===== src/rtl/trn_tx_rr_arbiter.sv =====
// rtl/trn_tx_rr_arbiter.sv - round-robin arbiter sharing the TRN transmit path among NUM_REQ sources
// Grants one source until done/withdraw or hold timeout, with a one-cycle release gap.
module trn_tx_rr_arbiter #(
  parameter int NUM_REQ  = 4,
  parameter int IDX_W    = 2,
  parameter int CNT_W    = 11,
  parameter int MAX_HOLD = 1024
) (
  input  logic               trn_clk,
  input  logic               reset_n,
  input  logic               trn_lnk_up_n,
  input  logic [NUM_REQ-1:0] req,
  input  logic [NUM_REQ-1:0] done,
  output logic [NUM_REQ-1:0] grant,
  output logic [IDX_W-1:0]   grant_id,
  output logic               busy,
  output logic               timeout,
  output logic [7:0]         timeout_cnt
);

  typedef enum logic [1:0] {
    ST_IDLE    = 2'd0,
    ST_GRANT   = 2'd1,
    ST_RELEASE = 2'd2
  } state_t;

  state_t             state, state_nxt;
  logic [NUM_REQ-1:0] grant_nxt;
  logic [IDX_W-1:0]   grant_id_nxt;
  logic [CNT_W-1:0]   hold_cnt, hold_cnt_nxt;
  logic               timeout_nxt;
  logic [7:0]         timeout_cnt_nxt;

  logic [IDX_W-1:0]   winner;
  logic               found;
  int                 best_off;
  int                 off;
  logic               owner_done;
  logic               owner_req;

  // Winner is the requester at the smallest rotational distance past the last winner.
  always_comb begin
    winner   = grant_id;
    best_off = NUM_REQ;
    off      = 0;
    for (int j = 0; j < NUM_REQ; j++) begin
      if (req[j]) begin
        off = (j + 2 * NUM_REQ - 1 - int'(grant_id)) % NUM_REQ;
        if (off < best_off) begin
          best_off = off;
          winner   = IDX_W'(j);
        end
      end
    end
    found = (req != '0);
  end

  // grant is one-hot on grant_id while in GRANT, so masking avoids a variable index.
  assign owner_done = |(done & grant);
  assign owner_req  = |(req & grant);

  always_comb begin
    state_nxt       = state;
    grant_nxt       = grant;
    grant_id_nxt    = grant_id;
    hold_cnt_nxt    = hold_cnt;
    timeout_nxt     = 1'b0;
    timeout_cnt_nxt = timeout_cnt;
    if (trn_lnk_up_n) begin
      state_nxt    = ST_IDLE;
      grant_nxt    = '0;
      hold_cnt_nxt = '0;
    end else begin
      case (state)
        ST_IDLE: begin
          if (found) begin
            state_nxt    = ST_GRANT;
            grant_nxt    = NUM_REQ'(1) << winner;
            grant_id_nxt = winner;
            hold_cnt_nxt = '0;
          end
        end
        ST_GRANT: begin
          if (owner_done || !owner_req) begin
            state_nxt = ST_RELEASE;
            grant_nxt = '0;
          end else if (hold_cnt == CNT_W'(MAX_HOLD - 1)) begin
            state_nxt   = ST_RELEASE;
            grant_nxt   = '0;
            timeout_nxt = 1'b1;
            if (timeout_cnt != 8'hff) timeout_cnt_nxt = timeout_cnt + 8'd1;
          end else if (hold_cnt != '1) begin
            hold_cnt_nxt = hold_cnt + CNT_W'(1);
          end
        end
        ST_RELEASE: state_nxt = ST_IDLE;
        default: begin
          state_nxt = ST_IDLE;
          grant_nxt = '0;
        end
      endcase
    end
  end

  always_ff @(posedge trn_clk or negedge reset_n) begin
    if (!reset_n) begin
      state       <= ST_IDLE;
      grant       <= '0;
      grant_id    <= IDX_W'(NUM_REQ - 1);
      hold_cnt    <= '0;
      timeout     <= 1'b0;
      timeout_cnt <= 8'd0;
    end else begin
      state       <= state_nxt;
      grant       <= grant_nxt;
      grant_id    <= grant_id_nxt;
      hold_cnt    <= hold_cnt_nxt;
      timeout     <= timeout_nxt;
      timeout_cnt <= timeout_cnt_nxt;
    end
  end

  assign busy = |grant;

endmodule

===== config.mk =====
export PLATFORM = sky130hd
export DESIGN_NAME = trn_tx_rr_arbiter
export DESIGN_NICKNAME = d
export VERILOG_FILES = /design/src/rtl/trn_tx_rr_arbiter.sv
export SDC_FILE = /design/constraint.sdc
export NUM_CORES = 1
export LEC_CHECK = 0
export BUFFER_PORTS_ARGS = -buffer_cell sky130_fd_sc_hd__buf_2
export CORE_MARGIN = 2
export CORE_UTILIZATION = 45
export DETAILED_ROUTE_END_ITERATION = 12
export PLACE_DENSITY = 0.61
export SLEW_MARGIN = 10
export SYNTH_ARGS = -nofsm -noshare
export SYNTH_HDL_FRONTEND = slang
export SYNTH_SLANG_ARGS = --single-unit

===== constraint.sdc =====
create_clock -name trn_clk -period 2.86 [get_ports trn_clk]
set_input_delay 0.143 -clock trn_clk [delete_from_list [all_inputs] [get_ports trn_clk]]
set_output_delay 0.143 -clock trn_clk [all_outputs]
set_load 0.05 [all_outputs]

==> implementation parameters, run 1 <==
Parameter                              Value

Placement
  HPWL after DPL ... 2.90 mm
  Final weighted congestion in routability-driven placement ... 0.838
  Placed cell count ... 258
  Area after DPL ... 1950 um^2
  Pre-CTS setup slack ... 0.230 ns
  I/O Buffers ... 26

Worst setup path
  Worst reg2reg path startpoint ... grant_id[0]
  Kind of end point of the critical path ... register
  CP Max Fanout ... 6
  FF-to-FF setup slack ... 0.22 ns
  Crit path DAT ... 2.79 ns
  Worst EP required ... 3.01 ns
  Kind of critical path ... register to register
  Reg2Reg Capture Point ... grant[2]
  Reg2Reg Depth ... 13
  Crit path launch type ... register

Route
  Post-detailed-route wirelength per cell ... 14.8 um
  Routed wire length ... 3.93 mm
  Initial DRC Count ... 126
  Vias after detailed routing ... 1555
  Remaining antenna violation count ... 0
  DRC viols ... 0
  DR vias/cell ... 5.87
  First-pass iteration count of the detailed router ... 4

CTS
  Total clock sinks ... 28
  Cell at the root of the clock tree ... clkbuf_8
  Worst skew pair latency ... 0.28 ns
  Clock Tree Buf Depth ... 2
  Clock buffer count from CTS ... 3
  H-tree levels ... 1
  Clock slew at reported path FFs ... 0.09 ns
  CTS tree ... yes
  Total of cells resized after clock tree synthesis ... 0

Power
  Power per cell area ... 737 nW/um^2
  Leakage Power ... 0.957 nW
  Power after layout ... 1.51 mW
  Worst-case vdd ir drop ... 574 uV

Logic synthesis
  Mean instance size in the synthesized netlist ... 9.38 um^2
  Most used flip-flop cell after synthesis ... dfrtp_1
  Synth unique cells ... 52
  Cell area after synthesis ... 1790 um^2
  Gate Count Post-Synth ... 191
  Mapped Nets ... 206
  Share of async-settable or async-resettable flops after synthesis ... 1.00
  Synth Register Bits ... 28
  Synth Warn # ... 0
  Sequential share of the synthesized area ... 0.392
  Count of flip-flops with a built-in enable after synthesis ... 0

Min path
  Type of the worst min-delay path ... input pin to register
  Startpoint of the lowest-slack hold path ... trn_lnk_up_n
  Number of cells on the worst hold path ... 2
  End point of the most critical hold path ... hold_cnt[1]

STA
  Unrepaired setup endpoints after global routing ... false
  Worst Slack Setup Final ... 0.219 ns
  Least-Margin Pin Slew ... 0.620 ns
  Fmax ... 379 MHz
  Endpoints failing hold ... 0
  Largest clock skew in the final design ... 0.00370 ns
  Worst slew margin ... 0.586
  Period Utilization, post-route ... 0.924
  Final worst hold slack ... 0.192 ns
  Number of max-slew violations in the final report ... 0
  Aggregate negative setup slack ... 0 ns
  Number of setup violations in the final report ... 0
  Period minus WS final ... 2.64 ns

Die
  Die area ... 4500 um^2
  Number of ports placed on the die boundary ... 27
  Die boundary width ... 67.1 um
  Placement Rows ... 22
  Initial Utilization ... 0.479
  Die Y ... 67.1 um
  Core Box Area ... 3740 um^2

Cells and area
  Area growth from synthesis to layout ... 14.1%
  Commonest non-fill, non-tap cells in the layout ... dfrtp_1 (26), buf_2 (26), nand2_1 (21)
  Final Cell Area ... 2040 um^2
  Diodes inserted ... 0
  Number of nets in the layout ... 233
  Core Util, Final ... 0.546
  Ratio of cells with drive above 1 in the final layout ... 0.226
  Final cell count without fillers ... 265

GRT
  Pin count of the biggest net entering global routing ... 29
  Vias in the first global route ... 1484
  Antenna violations before repair ... 0
  GRT Resource Usage Total ... 0.192
  Remaining Overflow, GRT ... 0
  First-pass GRT wire length ... 6.62 mm

Outcome
  Outcome ... complete, no violations

Job
  Number of max-cap violations ... 0
## critical path, stage by stage, from the launching register on
cell and delay, ns:
dfstp_2 0.59, xnor2_1 0.16, inv_1 0.07, ha_1 0.20
nand2b_1 0.19, a22oi_1 0.16, nor3_1 0.08, a21oi_1 0.15
ha_1 0.26, nand2_1 0.09, nand3b_1 0.09, a31o_2 0.26
o2111ai_1 0.11, mux2i_1 0.10
## power breakdown
group / total, mW / switching, mW / internal (mW)
clock network: 0.310 / 0.122 / 0.188
logic: 0.692 / 0.448 / 0.245
registers: 0.504 / 0.0590 / 0.445
## how the worst max path moves through the flow
stage,from,endpoint,slack [ns]
final,grant_id[0],grant[2],0.22
after global routing,grant_id[0],grant[2],0.02
after CTS,grant_id[0],grant[2],0.21
after detailed placement,grant_id[0],grant[2],0.23
after global placement,grant_id[1],grant[2],0.43
after floorplan,grant_id[0],grant[2],0.09
## synth_stat cells, types with 2 or more instances
cell / n / share of area
or3_1: 5 / 0.017
dfstp_2: 2 / 0.029
clkbuf_1: 3 / 0.0063
nor3_1: 10 / 0.028
a31oi_1: 4 / 0.014
or4_1: 2 / 0.0084
o21ai_0: 6 / 0.017
xor2_1: 5 / 0.024
a21oi_1: 2 / 0.0056
or4_4: 2 / 0.013
mux2i_1: 8 / 0.045
a31o_2: 2 / 0.0098
nand3_1: 7 / 0.020
o31ai_1: 2 / 0.0084
nor4_1: 5 / 0.017
nor2b_1: 5 / 0.017
ha_1: 4 / 0.028
nand2_1: 21 / 0.044
nor2_1: 9 / 0.019
o21a_1: 3 / 0.013
buf_2: 3 / 0.0084
and2_1: 2 / 0.0070
a22o_1: 3 / 0.015
a22oi_1: 3 / 0.013
nor2_2: 2 / 0.0070
dfrtp_1: 26 / 0.36
o31a_1: 2 / 0.0098
inv_1: 6 / 0.013
buf_4: 2 / 0.0084
nand2b_1: 8 / 0.028
o2bb2ai_1: 2 / 0.0098
and3_1: 5 / 0.017
## repair_timing
item / in CTS / in global routing
setup buffers: 0 / 2
endpoints found under the hold margin: 26 / 0
hold buffers: 1 / 0
setup endpoints to repair: 0 / 1
## registers in the layout, indices dropped and copies added, names as in the netlist
name,cells
grant,4
grant_id,2
hold_cnt,11
state,2
timeout,1
timeout_cnt,8
## cell type report
type | count | area (um^2)
inverters | 7 | 26.3
repair buffers | 30 | 163
multi-input cells | 148 | 1020
fillers | 359 | 1700
clock buffers | 3 | 41.3
flip-flops and latches | 28 | 703
clock inverters | 1 | 30.0
well taps | 48 | 60.1
## kinds of logic after synthesis
kind of cell,after synthesis,synth area share
simple gates,92,0.300
compound gates,36,0.154
flops,28,0.392
buf+inv,15,0.0377
mux,10,0.0594
xor+xnor,6,0.0293
fa+ha+maj,4,0.0279
## per-layer routing
layer / track usage / vias to the layer above / routed length, um
met3: 0.0270 / 7 / 178
met4: 0.0689 / 0 / 66
met5: 0 / - / 0
li1: - / 748 / -
met2: 0.323 / 48 / 1920
met1: 0.251 / 752 / 1770
Note: power is estimated with default switching activity, not from simulation.
==> inputs of run 2 (changes only) <==
CORE_MARGIN = 5   (was 2)
==> run 2 against run 1 <==
Net effect: combinational power shrank 6.6%; non-clock buffer count shrank 2; maximum frequency grew 0.89%; hold slack lost 0.011 ns; sequential share of layout area grew 0.21 points; routed wire length shrank 0.81%; via count shrank 3.2%; setup slack gained 0.023 ns; sequential cell count is the same; clock skew grew 0.0068 ns; clock power grew 3%; global-route usage shrank 2.9 points; critical endpoint unchanged; largest cell class unchanged.
==> implementation parameters, run 2 (synthesis results as in run 1) <==
Parameter                              Value

Route
  Vias after detailed routing ... 1506 (-3.2%)
  Post-detailed-route wirelength per cell ... 14.7 um (-0.81%)
  First-pass iteration count of the detailed router ... 4 (unchanged)
  DRC viols ... 0 (unchanged)
  DR vias/cell ... 5.68 (-3.2%)
  Remaining antenna violation count ... 0 (unchanged)
  Initial DRC Count ... 100 (-21%)
  Routed wire length ... 3.90 mm (-0.81%)

Min path
  End point of the most critical hold path ... hold_cnt[1]
  Startpoint of the lowest-slack hold path ... trn_lnk_up_n
  Number of cells on the worst hold path ... 2 (unchanged)
  Type of the worst min-delay path ... input pin to register

Cells and area
  Ratio of cells with drive above 1 in the final layout ... 0.219 (-0.00720)
  Top flop regs ... hold_cnt x11, timeout_cnt x8, grant x4
  Number of nets in the layout ... 231 (-0.86%)
  Number of flip-flops under the largest register name ... 11 (unchanged)
  Area growth from synthesis to layout ... 13.4%
  Largest reg by FF count ... hold_cnt
  Diodes inserted ... 0 (unchanged)
  Commonest non-fill, non-tap cells in the layout ... dfrtp_1 (26), buf_2 (26), nand2_1 (21)
  Final Cell Area ... 2030 um^2 (-0.61%)
  Final cell count without fillers ... 265 (unchanged)

Power
  Cell Int Power ... 859 uW (-2.1%)
  Power per cell area ... 731 nW/um^2 (-0.78%)
  Total net switching power ... 626 uW (-0.42%)
  Worst-case vdd ir drop ... 621 uV (+8.2%)
  Combinational Power Share ... 0.435 (-0.025)
  Leakage Power ... 0.948 nW (-0.98%)
  Sequential fraction of design power ... 0.350 (+0.015)
  Power after layout ... 1.49 mW (-1.4%)
  Clock network fraction of design power ... 0.215 (+0.009)
  Switching share of total power ... 0.422 (+0.00409)

Die
  Die Y ... 73.1 um (+8.9%)
  Initial Utilization ... 0.454 (-0.0242)
  Core Box Area ... 3940 um^2 (+5.3%)
  Number of ports placed on the die boundary ... 27 (unchanged)
  Die boundary width ... 73.1 um (+8.9%)
  Placement Rows ... 23 (+4.5%)
  Die area ... 5340 um^2 (+19%)

CTS
  Clock buffer count from CTS ... 3 (unchanged)
  Cell at the root of the clock tree ... clkbuf_8
  CTS tree ... yes
  Clock Tree Buf Depth ... 2 (unchanged)
  Total clock sinks ... 28 (unchanged)
  Worst skew pair latency ... 0.28 ns (about the same)
  Total of cells resized after clock tree synthesis ... 0 (unchanged)
  H-tree levels ... 1 (unchanged)
  Count of hold-fix buffers inserted at cts ... 1 (unchanged)
  Post-CTS setup buffers ... 0 (unchanged)
  Clock slew at reported path FFs ... 0.11 ns (+0.02 ns)

Placement
  HPWL after DPL ... 2.92 mm (+0.88%)
  I/O Buffers ... 26 (unchanged)
  Area after DPL ... 1950 um^2 (+0.13%)
  Placed cell count ... 260 (+0.78%)
  Final weighted congestion in routability-driven placement ... 0.797 (-4.9%)

Worst setup path
  Crit path launch ... grant_id[1]
  Worst reg2reg path startpoint ... grant_id[1]
  Kind of end point of the critical path ... register
  FF-to-FF setup slack ... 0.24 ns (+0.02 ns)
  CP Max Fanout ... 9 (+3)
  Largest stage delay on the critical path ... 0.63 ns (+0.04 ns)
  Crit path launch type ... register
  Crit path DAT ... 2.77 ns (-0.02 ns)
  Cell seen most often among critical-path stages ... ha_1
  Kind of critical path ... register to register
  Crit path max-delay cell type ... dfstp_2
  Reg2Reg Capture Point ... grant[2]
  Reg2Reg Depth ... 13 (unchanged)
  Worst EP required ... 3.01 ns (about the same)
  Worst-path cell chain ... xnor2_1 -> inv_1 -> ha_1 -> nand2b_1 -> a22oi_1 -> nor3_1 -> a21oi_1 -> ha_1 -> nand2_1 -> nand3b_1 -> a31o_2 -> o2111ai_1 -> mux2i_1

Job
  Number of max-cap violations ... 0 (unchanged)

STA
  Period minus WS final ... 2.62 ns (-0.0234 ns)
  Fmax ... 382 MHz (+0.89%)
  Largest clock skew in the final design ... 0.0105 ns (+0.00677 ns)
  Worst slew margin ... 0.572 (-0.0144)
  Unrepaired setup endpoints after global routing ... false
  Period Utilization, post-route ... 0.915 (-0.00819)
  Least-Margin Pin Slew ... 0.642 ns (+0.0216 ns)
  Endpoints failing hold ... 0 (unchanged)
  Number of setup violations in the final report ... 0 (unchanged)
  Aggregate negative setup slack ... 0 ns (unchanged)
  Number of max-slew violations in the final report ... 0 (unchanged)

GRT
  Vias in the first global route ... 1594 (+7.4%)
  Pin count of the biggest net entering global routing ... 29 (unchanged)
  Remaining Overflow, GRT ... 0 (unchanged)
  First-pass GRT wire length ... 7.00 mm (+5.8%)
  GRT Resource Usage Total ... 0.163 (-0.0291)
  Antenna violations before repair ... 0 (unchanged)

Outcome
  Outcome ... complete, no violations
## run 2: changes by cell type in the layout (fill, tap and decap cells not counted), sizes merged
cell and delta:
buf -2
## run 2: worst max-delay path, delay by kind of cell, from the launching register on
| kind | cells | cell delay, ns |
|---|---|---|
| compound gates | 4 | 0.65 |
| xor+xnor | 1 | 0.18 |
| fa+ha+maj | 2 | 0.47 |
| buf+inv | 1 | 0.08 |
| flops | 1 | 0.63 |
| mux | 1 | 0.09 |
| simple gates | 4 | 0.39 |
## run 2: layer usage
layer | global-route usage | part of all wire | up-vias
met1 | 0.212 | 0.47 | 723
met5 | 0 | 0 | -
met3 | 0.0262 | 0.037 | 4
met2 | 0.268 | 0.48 | 34
li1 | - | - | 745
met4 | 0.0635 | 0.011 | 0
## run 2: final cells by class
| class | count | area, um^2 |
|---|---|---|
| fill | 378 | 1910 |
| multi-input combinational | 148 | 1020 |
| sequential | 28 | 703 |
| timing repair buffer | 28 | 148 |
| tap | 50 | 62.6 |
| clock buffer | 3 | 41.3 |
| clock inverter | 1 | 30.0 |
| inverter | 7 | 26.3 |
## run 2: how the worst max path moves through the flow
stage	to	depth (start not counted)
after floorplan	grant[2]	14
after global placement	grant[2]	13
after CTS	grant[2]	13
final	grant[2]	13
after detailed placement	grant[2]	13
after global routing	grant[2]	13
## run 2: metrics by stage
step	hold slack, ns	util	worst slack, ns
finish	0.181	0.515	0.242
global route	0.185	0.515	0.0231
global placement	0.200	0.495	0.418
CTS	0.172	0.515	0.234
floorplan	-0.153	-	0.0914
detailed placement	0.208	0.495	0.249
## run 2: power groups by stage
stage	logic, mW	registers (mW)	clock network, mW
2_1_floorplan	0.446	0.587	0
3_3_place_gp	0.624	0.521	0
3_5_place_dp	0.646	0.527	0
4_1_cts	0.649	0.519	0.326
5_1_grt	0.712	0.534	0.345
6_report	0.646	0.520	0.319
